## config.mk

```make
export PLATFORM = sky130hd
export DESIGN_NAME = clk_div_bank
export DESIGN_NICKNAME = d
export VERILOG_FILES = /design/src/rtl/clk_div_bank.sv
export SDC_FILE = /design/constraint.sdc
export NUM_CORES = 2
export LEC_CHECK = 0
export CORE_MARGIN = 2
export CORE_UTILIZATION = 58
export DETAILED_ROUTE_END_ITERATION = 12
export PLACE_DENSITY = 0.8
export SLEW_MARGIN = 20
export SYNTH_ARGS = -nofsm -noshare
export SYNTH_HDL_FRONTEND = slang
export SYNTH_SLANG_ARGS = --single-unit
```

## constraint.sdc

```tcl
create_clock -name clk -period 2.81 [get_ports clk]
set_input_delay 0.7025 -clock clk [delete_from_list [all_inputs] [get_ports clk]]
set_output_delay 0.7025 -clock clk [all_outputs]
set_load 0.05 [all_outputs]
```

## src/rtl/clk_div_bank.sv

```systemverilog
// Bank of independent programmable clock-enable dividers with per-channel
// start-of-period tick and double-buffered, boundary-applied reprogramming.
module clk_div_bank #(
    parameter int unsigned     CH    = 4,
    parameter int unsigned     W     = 32,
    parameter logic [W-1:0]    DEF_N = W'(32'd50000000),
    parameter logic [W-1:0]    DEF_H = W'(32'd25000000)
) (
    input  logic              clk,
    input  logic              reset,
    input  logic [CH-1:0]     en,
    input  logic [CH-1:0]     load,
    input  logic [CH*W-1:0]   div_n,
    input  logic [CH*W-1:0]   div_h,
    output logic [CH-1:0]     fout,
    output logic [CH-1:0]     tick,
    output logic [CH-1:0]     pend
);

    localparam logic [W-1:0] ONE  = W'(1'b1);
    localparam logic [W-1:0] ZERO = W'(1'b0);

    for (genvar i = 0; i < CH; i++) begin : g_ch
        logic [W-1:0] count_r;
        logic [W-1:0] act_n_r;
        logic [W-1:0] act_h_r;
        logic [W-1:0] pnd_n_r;
        logic [W-1:0] pnd_h_r;
        logic         pend_r;
        logic         fout_r;
        logic         tick_r;
        logic         run_s;
        logic         wrap_s;
        logic         apply_s;

        // A disabled or zero-period channel counts as a boundary every cycle.
        always_comb begin
            run_s   = en[i] && (act_n_r != ZERO);
            wrap_s  = (count_r >= act_n_r);
            apply_s = pend_r && (wrap_s || !run_s);
        end

        // Settings, counter and registered outputs for this channel.
        always_ff @(posedge clk) begin
            if (reset) begin
                count_r <= ONE;
                act_n_r <= DEF_N;
                act_h_r <= DEF_H;
                pnd_n_r <= ZERO;
                pnd_h_r <= ZERO;
                pend_r  <= 1'b0;
                fout_r  <= 1'b0;
                tick_r  <= 1'b0;
            end else begin
                if (apply_s) begin
                    act_n_r <= pnd_n_r;
                    act_h_r <= pnd_h_r;
                end
                // A load in the applying cycle re-arms pending with the new slice.
                if (load[i]) begin
                    pnd_n_r <= div_n[i*W +: W];
                    pnd_h_r <= div_h[i*W +: W];
                    pend_r  <= 1'b1;
                end else if (apply_s) begin
                    pend_r  <= 1'b0;
                end
                if (apply_s || !run_s || wrap_s) begin
                    count_r <= ONE;
                end else begin
                    count_r <= count_r + ONE;
                end
                fout_r <= run_s && (count_r <= act_h_r);
                tick_r <= run_s && (count_r == ONE);
            end
        end

        assign fout[i] = fout_r;
        assign tick[i] = tick_r;
        assign pend[i] = pend_r;
    end

endmodule
```

==> flow_metrics.env <==
export IMPL_seqPwrFrac_pct=46.6
export IMPL_ff2ff_setup_slack_ns=-0.05
export IMPL_clkLatencyLatePin_ns=0.60
export IMPL_crit_fanout=11
export IMPL_outcome="finished, violations left"
export IMPL_syn2layout_area_growth_pct=21.5
export IMPL_die_h_microns=239
export IMPL_max_cap_violations=0
export IMPL_cp_start_kind="flop"
export IMPL_cts_htree_levels=3
export IMPL_clock_path_buffers=3
export IMPL_clkTransAtPathRegs_ns=0.06
export IMPL_internal_power_mw=16.2
export IMPL_p_leak_nw=17.2
export IMPL_io_buffers=277
export IMPL_cts_tree="done"
export IMPL_dr_pass1_iters=5
export IMPL_grt_pass1_wl_microns=121000
export IMPL_yosysWarnings=0
export IMPL_synthMuxAreaShare_pct=15.3
export IMPL_r2r_cells=11
export IMPL_path_depth=11
export IMPL_fp_dieW_microns=239
export IMPL_vdd_ir_drop_max_mv=0.446
export IMPL_fin_worst_skew_ns=0.0170
export IMPL_setup_tns_ns=-0.185
export IMPL_synth_top_family_by_area="simple AND/OR/NAND/NOR gates"
export IMPL_die_area_sq_um=56900
export IMPL_hpwl_microns=54100
export IMPL_holdBufCountCts=0
export IMPL_synthAdderAreaFrac_pct=10.4
export IMPL_ios=278
export IMPL_initial_utilization_pct=58.9
export IMPL_setup_worst_path_start="g_ch[3].count_r[19]"
export IMPL_drt_iter0_markers=1710
export IMPL_ys_top_cells_by_area="dfxtp_1, mux2i_1, ha_1, nor2_1, nand2b_1"
export IMPL_max_slew_margin_pct=55.7
export IMPL_multi_input_area_sq_um=17200
export IMPL_routedWlPerCell_microns=16.4
export IMPL_placed_cells=4467
export IMPL_synthXorXnorAreaFrac_pct=3.29
export IMPL_drcViolationCount=0
export IMPL_ys_async_sr_fraction_pct=0
export IMPL_yosys_area_top_type_share_pct=40.9
export IMPL_cp_slowest_stage_delay_ns=0.55
export IMPL_ys_types=53
export IMPL_seq_area_sq_um=13100
export IMPL_cp_top_family="compound AO/OA/AOI/OAI gates"
export IMPL_worstMarginPinSlew_ns=0.658
export IMPL_n_fill_cell=3935
export IMPL_switchingPower_mw=4.93
export IMPL_worst_path_buf_inv=3
export IMPL_coreArea_sq_um=54100
export IMPL_vias=25000
export IMPL_design_area_sq_um=38800
export IMPL_drv_slew=0
export IMPL_critical_path_arrival_ns=3.39
export IMPL_hold_path_class="flop to flop"
export IMPL_cts_buffers=69
export IMPL_final_util_pct=71.6
export IMPL_switching_share_pct=23.3
export IMPL_avgSynthCellArea_sq_um=9.05
export IMPL_overflow=0
export IMPL_criticalPathCategory="flop to flop"
export IMPL_fmax_mhz=350
export IMPL_period_needed_ns=2.86
export IMPL_yosys_area_top_type="dfxtp_1"
export IMPL_synth_compound_area_share_pct=4.64
export IMPL_cts_sinks=652
export IMPL_synth_simple_area_share_pct=19.8
export IMPL_power_frac_clock_pct=44.1
export IMPL_synth_edff_count=0
export IMPL_nets=4388
export IMPL_synth_yosys_seq_area_share_pct=40.9
export IMPL_grt_pass1_vias=24200
export IMPL_min_delay_start="g_ch[2].act_h_r[5]"
export IMPL_vias_per_cell=5.44
export IMPL_grt_max_degree=87
export IMPL_ant_nets=0
export IMPL_drt_total_wl_microns=75500
export IMPL_violations="negative setup slack"
export IMPL_netlist_area_sq_um=31900
export IMPL_worst_setup_path_end_kind="flop"
export IMPL_finalCritPeriodShare_pct=102
export IMPL_cp_required_ns=3.35
export IMPL_synth_nets=4056
export IMPL_finalWorstSetupSlack_ns=-0.0473
export IMPL_comb_power_share_pct=9.3
export IMPL_num_rows=85
export IMPL_worstPathCellList="ha_4 -> and2_4 -> a221o_1 -> a22o_1 -> or4_4 -> o21ai_4 -> buf_6 -> buf_4 -> clkbuf_16 -> nor3_1 -> a21oi_1"
export IMPL_grt_usage_pct=25.9
export IMPL_fin_cells=4604
export IMPL_synth_ff_type="dfxtp_1"
export IMPL_synth_cells=3526
export IMPL_cts_root_buf="clkbuf_16"
export IMPL_rsz0062_at_grt="true"
export IMPL_drive_gt1_share_pct=8.01
export IMPL_worstReg2RegStart="g_ch[3].count_r[19]"
export IMPL_total_power_mw=21.2
export IMPL_crit_slowest_cell="or4_4"
export IMPL_finalHoldViolations=0
export IMPL_antenna_found_initial=3
export IMPL_ys_seq_elements=652
export IMPL_crit_path_end="g_ch[3].act_n_r[23]"
export IMPL_r2r_end="g_ch[3].act_n_r[23]"
export IMPL_dpl_cell_area_sq_um=36000
export IMPL_setup_viol=13
export IMPL_place_gp_congestion=0.909
export IMPL_powerDensity_nw_per_um2=546
==> sequential cells by signal, summed over array words and instances, names as in the netlist <==
name	cells
g_ch.act_h_r	128
g_ch.act_n_r	128
g_ch.count_r	128
g_ch.fout_r	4
g_ch.pend_r	4
g_ch.pnd_h_r	128
g_ch.pnd_n_r	128
g_ch.tick_r	4
==> tightest hold or removal path, delay by kind of cell, from the launching register on <==
family           cells  cell delay [ns]
DFF                  1             0.31
and+or+nand+nor      1             0.06
muxes                1             0.06
==> Yosys cell counts (40+ instances only) <==
cell type  instances
dfxtp_1          652
nor2_1           643
mux2i_1          488
inv_1            266
ha_1             264
nand2b_1         248
a21oi_1          120
nand2_1          103
clkbuf_1         100
xor2_1            75
nand4_1           70
nand3_1           68
nor4_1            63
nor3_1            47
xnor2_1           45
a21o_1            41
o21ai_0           40
==> layout make-up <==
class / instances / area share (%)
Tap cell: 696 / 2.25
Antenna cell: 1 / 0.00646
Multi-Input combinational cell: 2438 / 44.3
Sequential cell: 652 / 33.7
Clock buffer: 94 / 5.20
Inverter: 266 / 2.58
Timing Repair Buffer: 431 / 11.1
Clock inverter: 26 / 0.833
==> worst min path at each step <==
stage,slack (ns),depth (start not counted),end
after floorplan,0.45,2,g_ch[0].act_h_r[10]
after global placement,0.46,2,g_ch[2].act_h_r[5]
after detailed placement,0.46,2,g_ch[1].act_h_r[7]
after CTS,0.47,2,g_ch[2].act_h_r[5]
after global routing,0.49,2,g_ch[2].act_h_r[1]
final,0.47,2,g_ch[2].act_h_r[5]
==> logic make-up after synthesis <==
group,Yosys count
compound gates,247
xor+xnor,120
fa+ha+maj,264
buf+inv,436
flops,652
mux,488
simple gates,1319
==> through the flow <==
step           setup WS (ns)  hold WS [ns]
2_1_floorplan          0.251         0.449
3_3_place_gp          0.0491         0.457
3_5_place_dp         -0.0389         0.462
4_1_cts              0.00918         0.474
5_1_grt               -0.130         0.488
6_report             -0.0473         0.471
==> metal layers <==
layer  global-route usage (%)  vias to the layer above  share of wire, %  wire [microns]
met2                     43.0                      585                47           35600
met3                     4.36                      167               4.8            3640
met1                     34.3                    11800                45           34200
met5                        0                        -             0.030              23
met4                     8.35                        4               2.8            2140
li1                         -                    12500                 -               -
==> power by group through the flow <==
| stage | sequential, mW | combinational, mW | clock (mW) |
|---|---|---|---|
| 5_1_grt | 9.89 | 2.15 | 9.87 |
| 6_report | 9.86 | 1.96 | 9.34 |
| 4_1_cts | 9.85 | 1.92 | 9.49 |
| 3_3_place_gp | 10.0 | 1.86 | 0 |
| 2_1_floorplan | 9.97 | 1.20 | 0 |
| 3_5_place_dp | 10.0 | 1.90 | 0 |
==> layout by cell type (no fill, tap or decap), types with 4 or more instances in the layout <==
master             n
a211oi_1           9
a21o_1            41
a21oi_1          120
a221oi_1           4
and3_1            23
and4_1            16
buf_12            21
buf_4            127
buf_6              4
bufinv_16          6
clkbuf_1           9
clkbuf_16         78
clkbuf_8          13
clkdlybuf4s50_1  272
clkinv_2           9
clkinvlp_4         5
dfxtp_1          647
dfxtp_2            5
ha_1             261
inv_1            264
inv_6              5
mux2i_1          485
nand2_1          103
nand2b_1         248
nand3_1           68
nand4_1           70
nor2_1           643
nor2b_1           10
nor3_1            43
nor3_2             4
nor4_1            61
nor4b_1            4
o21a_1             4
o21ai_0           40
or2_2              8
xnor2_1           45
xor2_1            75
==> what timing repair did <==
item / 4_1_cts / 5_1_grt
setup endpoints to repair: 53 / 206
resized for setup: 1 / 29
gates cloned: 0 / 7
pin swaps: 0 / 12
endpoints found under the hold margin: 0 / 0
setup buffers: 0 / 9
(Power assumes the default switching activity.)
